## src/rtl/uart_tx_arbiter.sv

```systemverilog
// Round-robin arbiter sharing one UART byte transmitter among NREQ valid/ready
// message streams, with a per-grant burst limit and an idle gap between grants.
module uart_tx_arbiter #(
    parameter int NREQ      = 4,
    parameter int DW        = 8,
    parameter int MAX_BURST = 16,
    parameter int GAP       = 2
) (
    input  logic               sysclk,
    input  logic               reset_n,
    input  logic [NREQ-1:0]    req_valid_i,
    input  logic [NREQ*DW-1:0] req_data_i,
    input  logic [NREQ-1:0]    req_last_i,
    output logic [NREQ-1:0]    req_ready_o,
    output logic               tx_valid_o,
    output logic [DW-1:0]      tx_data_o,
    input  logic               tx_ready_i,
    output logic [NREQ-1:0]    grant_o,
    output logic               busy_o
);
    localparam int         IW        = $clog2(NREQ);
    localparam logic [7:0] BURST_LIM = 8'(MAX_BURST);
    localparam logic [3:0] GAP_INIT  = (GAP > 0) ? 4'(GAP - 1) : 4'd0;

    typedef enum logic [1:0] {ST_IDLE, ST_XFER, ST_GAP} state_t;

    state_t        state;
    logic [IW-1:0] rr_ptr;
    logic [IW-1:0] gnt_idx;
    logic [IW-1:0] sel_idx;
    logic [7:0]    burst_cnt;
    logic [7:0]    burst_nxt;
    logic [3:0]    gap_cnt;
    logic [DW-1:0] data_sel;
    logic          found;
    logic          accept;
    logic          release_now;
    int unsigned   idx;

    // First valid requester at or after rr_ptr, wrapping modulo NREQ.
    always_comb begin
        found   = 1'b0;
        sel_idx = '0;
        idx     = 0;
        for (int unsigned k = 0; k < NREQ; k++) begin
            idx = (int'(rr_ptr) + k) % NREQ;
            if (!found && req_valid_i[IW'(idx)]) begin
                found   = 1'b1;
                sel_idx = IW'(idx);
            end
        end
    end

    always_comb begin
        data_sel = '0;
        for (int unsigned k = 0; k < NREQ; k++) begin
            if (gnt_idx == IW'(k)) begin
                data_sel = req_data_i[k*DW +: DW];
            end
        end
        tx_valid_o           = busy_o & req_valid_i[gnt_idx];
        tx_data_o            = busy_o ? data_sel : '0;
        accept               = tx_valid_o & tx_ready_i;
        req_ready_o          = '0;
        req_ready_o[gnt_idx] = accept;
        burst_nxt            = burst_cnt + 8'd1;
        release_now          = accept & (req_last_i[gnt_idx] | (burst_nxt == BURST_LIM));
    end

    always_ff @(posedge sysclk or negedge reset_n) begin
        if (!reset_n) begin
            state     <= ST_IDLE;
            grant_o   <= '0;
            busy_o    <= 1'b0;
            rr_ptr    <= '0;
            gnt_idx   <= '0;
            burst_cnt <= '0;
            gap_cnt   <= '0;
        end else begin
            case (state)
                ST_IDLE: begin
                    if (found) begin
                        state     <= ST_XFER;
                        gnt_idx   <= sel_idx;
                        grant_o   <= NREQ'(1) << sel_idx;
                        busy_o    <= 1'b1;
                        burst_cnt <= '0;
                    end
                end
                ST_XFER: begin
                    if (accept) begin
                        burst_cnt <= burst_nxt;
                    end
                    if (release_now) begin
                        grant_o <= '0;
                        busy_o  <= 1'b0;
                        rr_ptr  <= (gnt_idx == IW'(NREQ - 1)) ? '0 : gnt_idx + IW'(1);
                        if (GAP == 0) begin
                            state <= ST_IDLE;
                        end else begin
                            state   <= ST_GAP;
                            gap_cnt <= GAP_INIT;
                        end
                    end
                end
                ST_GAP: begin
                    if (gap_cnt == '0) begin
                        state <= ST_IDLE;
                    end else begin
                        gap_cnt <= gap_cnt - 4'd1;
                    end
                end
                default: state <= ST_IDLE;
            endcase
        end
    end
endmodule

```

## config.mk

```make
export PLATFORM = sky130hd
export DESIGN_NAME = uart_tx_arbiter
export DESIGN_NICKNAME = d
export VERILOG_FILES = /design/src/rtl/uart_tx_arbiter.sv
export SDC_FILE = /design/constraint.sdc
export NUM_CORES = 1
export LEC_CHECK = 0
export ABC_AREA = 0
export CORE_MARGIN = 2
export CORE_UTILIZATION = 41
export DETAILED_ROUTE_END_ITERATION = 8
export GPL_TIMING_DRIVEN = 0
export PLACE_DENSITY = 0.88
export SLEW_MARGIN = 25
export SYNTH_ARGS = -nofsm -noshare
export SYNTH_HDL_FRONTEND = slang
export SYNTH_SLANG_ARGS = --single-unit
export TNS_END_PERCENT = 10
```

## constraint.sdc

```tcl
create_clock -name sysclk -period 2 [get_ports sysclk]
set_clock_uncertainty 0.1 [all_clocks]
set_input_delay 0.4 -clock sysclk [delete_from_list [all_inputs] [get_ports sysclk]]
set_output_delay 0.4 -clock sysclk [all_outputs]
set_load 0.1 [all_outputs]
```

==> results.json, run 1 <==
{
  "tightest_slew_ns": 0.955,
  "syn_area_mm2": 0.00174,
  "clock.fmax_mhz": 400,
  "grt_max_degree": 24,
  "drt_wl_total_um": 6330,
  "layout.cells.non_filler": 329,
  "cp-endpoint": "tx_data_o[2]",
  "crit_chain": "buf_12 -> ha_4 -> nor2b_4 -> buf_12 -> a221oi_2 -> nor3_2 -> a21oi_2 -> nor2b_4 -> buf_12",
  "drtIter0Drc": 122,
  "crit_path_max_incr_delay_ns": 0.46,
  "nFillCells": 269,
  "root_buffer": "clkbuf_8",
  "synth_fp_nets": 258,
  "layout-drive-gt1-share_pct": 35.1,
  "post-route-period-util_pct": 125,
  "num_vias": 1963,
  "final_core_util_pct": 74.1,
  "netlist_instances": 208,
  "critPathArrivalTime_ns": 2.00,
  "syn_avg_cell_area_um2": 8.34,
  "rr_startpoint": "gnt_idx[0]",
  "yosys_register_bits": 23,
  "cts_made_buffers": 3,
  "path_delay_family": "simple AND/OR/NAND/NOR gates",
  "die_h_um": 69.1,
  "areaGrowthSynthToFinish_pct": 72.0,
  "nets": 330,
  "clkTransAtPathRegs_ns": 0.09,
  "post_drt_wl_per_cell_um": 19.2,
  "io_pins": 61,
  "grt_pass1_vias": 1849,
  "setup_ws_ns": -0.502,
  "cp.depth": 9,
  "dr.pass1.iters": 4,
  "clk_latency_ns": 0.27,
  "ys_async_sr_fraction_pct": 100,
  "hold_violations": 13,
  "dieArea_mm2": 0.00477,
  "path_class": "flop to output port",
  "timing.max_cap.violations": 0,
  "ctsHoldBuffers": 0,
  "critPathRequiredTime_ns": 1.50,
  "hold_ws_ns": -0.00704,
  "cp_common_cell": "buf_12",
  "cts_tree": "yes",
  "hpwl_um": 3800,
  "reg2reg_depth": 7,
  "crit_slowest_cell": "dfrtp_2",
  "slew_violations": 0,
  "grt_setup_unrepaired": "yes",
  "end_kind": "output port",
  "r2r-end": "grant_o[1]",
  "antenna_found_initial": 0,
  "yosysWarningCount": 0,
  "initial_utilization_pct": 43.1,
  "antennaDiodeCount": 0,
  "routed_via_density": 5.97,
  "max-slew-margin-rel_pct": 36.6,
  "synth-edff-count": 0,
  "worst-path-buf-inv": 3,
  "grt_usage_pct": 23.5,
  "critPathLaunch": "gnt_idx[0]",
  "status": "complete, but fails checks",
  "cp_max_fo": 8,
  "startpoint_type": "flop",
  "rows": 23,
  "ant_nets": 0,
  "synthTopCellsByArea": "dfrtp_1, nor2b_1, a21oi_1",
  "setup_viol": 26,
  "clockBufferDepth": 2,
  "pre_cts_ws_ns": -1.42,
  "grt_overflow": 0,
  "dp_cells": 318,
  "grt_pass1_wl_um": 9150,
  "yosysTopAreaCellShare_pct": 33.2,
  "hold_path.class": "input pin to asynchronous set/reset pin",
  "rrSetupSlack_ns": -0.31,
  "ys.flop_type": "dfrtp_1",
  "fin_setup_tns_ns": -8.10,
  "violations": "negative hold slack, negative setup slack",
  "period_minus_slack_ns": 2.50,
  "h-tree-depth": 1,
  "die_w_um": 69.1,
  "port_buffers": 60,
  "drcViolationCount": 0,
  "clock_sinks": 23,
  "synth.largest_area_cell": "dfrtp_1",
  "ys_seq_area_share_pct": 33.2,
  "gp_congestion": 0.778,
  "core_mm2": 0.00403,
  "synth.distinct_cells": 46
}
layout make-up:
type	count	area [um^2]	share of cell area [%]
well taps	50	62.6	2.10
inverters	11	43.8	1.47
clock buffers	3	41.3	1.38
multi-input cells	166	1400	46.8
flip-flops and latches	23	581	19.5
repair buffers	70	795	26.6
plain buffers	5	58.8	1.97
clock inverters	1	5.00	0.168
worst register-to-register path: stages (launching register included):
cell,delay (ns)
dfrtp_2,0.46
buf_12,0.14
buf_4,0.13
mux4_2,0.45
nand3_2,0.14
a21o_1,0.24
o21ai_4,0.18
mux2_2,0.36
cell usage after synthesis (all sizes together), types with 3 or more instances:
master and n:
a21oi 19, a221oi 9, and2 4, and3 6, clkbuf 6, dfrtp 23
ha 7, inv 11, mux2 3, nand2 14, nand2b 3, nand3 5
nand4 3, nor2 15, nor2b 19, nor3 12, o21ai 18, xor2 3
flip-flops by register name, indices dropped and copies added, names as in the netlist:
name       flops
gnt_idx        2
state          2
burst_cnt      8
gap_cnt        4
grant_o        4
busy_o         1
rr_ptr         2
timing repair:
| item | 4_1_cts | 5_1_grt |
|---|---|---|
| gates cloned | 0 | 0 |
| pin swaps | 8 | 11 |
| resized for setup | 158 | 31 |
| setup endpoints to repair | 37 | 31 |
| setup buffers | 8 | 2 |
layer usage:
layer	global-route usage, %	share of wire [%]	vias to the layer above
met5	0	0	-
met4	5.01	3.0	0
met3	3.36	4.5	17
met2	42.8	53	84
met1	29.2	39	961
li1	-	-	901
worst min-delay path by stage:
stage,from,endpoint
2_1_floorplan,reset_n,burst_cnt[0]
3_3_place_gp,grant_o[0],grant_o[0]
4_1_cts,grant_o[1],grant_o[1]
3_5_place_dp,gap_cnt[1],gap_cnt[1]
5_1_grt,reset_n,grant_o[3]
6_report,reset_n,gap_cnt[3]
layout by cell type, fill, tap and decap left out, types with 3 or more instances in the layout:
master and count:
nor3_1 6, dfrtp_1 19, a21oi_1 11, clkdlybuf4s50_1 37, buf_12 11, clkbuf_8 3
a21oi_2 8, a221oi_2 5, nor2b_4 9, nor3_2 6, nand2b_1 3, nor2b_1 10
a221oi_4 3, nand3_1 4, nor2_1 14, o21ai_0 11, inv_1 9, o21ai_1 5
nand2_1 14, and3_2 4, buf_4 7, dfrtp_2 4, ha_4 4, xor2_1 3
dlygate4sd2_1 7, buf_8 5
through the flow:
step	cell area (um^2)	hold slack [ns]
detailed placement	2490	0.411
CTS	2860	0.430
global route	2980	0.0324
floorplan	1830	0.00441
global placement	2490	0.391
finish	2980	-0.00704
kinds of logic (layout without fill, tap and decap cells):
family	Yosys count	after routing	share of synthesized area [%]
and+or+nand+nor	90	90	28.4
AOI/OAI and AO/OA	60	60	22.5
DFF	23	23	33.2
buffers and inverters	19	90	4.25
adders and majority gates	7	7	5.05
muxes	6	6	5.12
xor gates and xnor gates	3	3	1.51
Power of run 1 is left out: the tool's default activity adds up to more than one toggle a clock period on the data nets, which glitch-free logic cannot reach.
==> run 2, diff against run 1 <==
- CTS_CLUSTER_SIZE: unset -> 8
==> results of run 2 <==
Same layout as run 1: the final DEF is identical, and so are final timing and power.
Power of run 2 is left out for the same reason.
==> run 3, diff against run 2 <==
- CTS_CLUSTER_SIZE: 8 -> 20
==> results of run 3 <==
Same layout as run 1: the final DEF is identical, and so are final timing and power.
Power of run 3 is left out for the same reason.
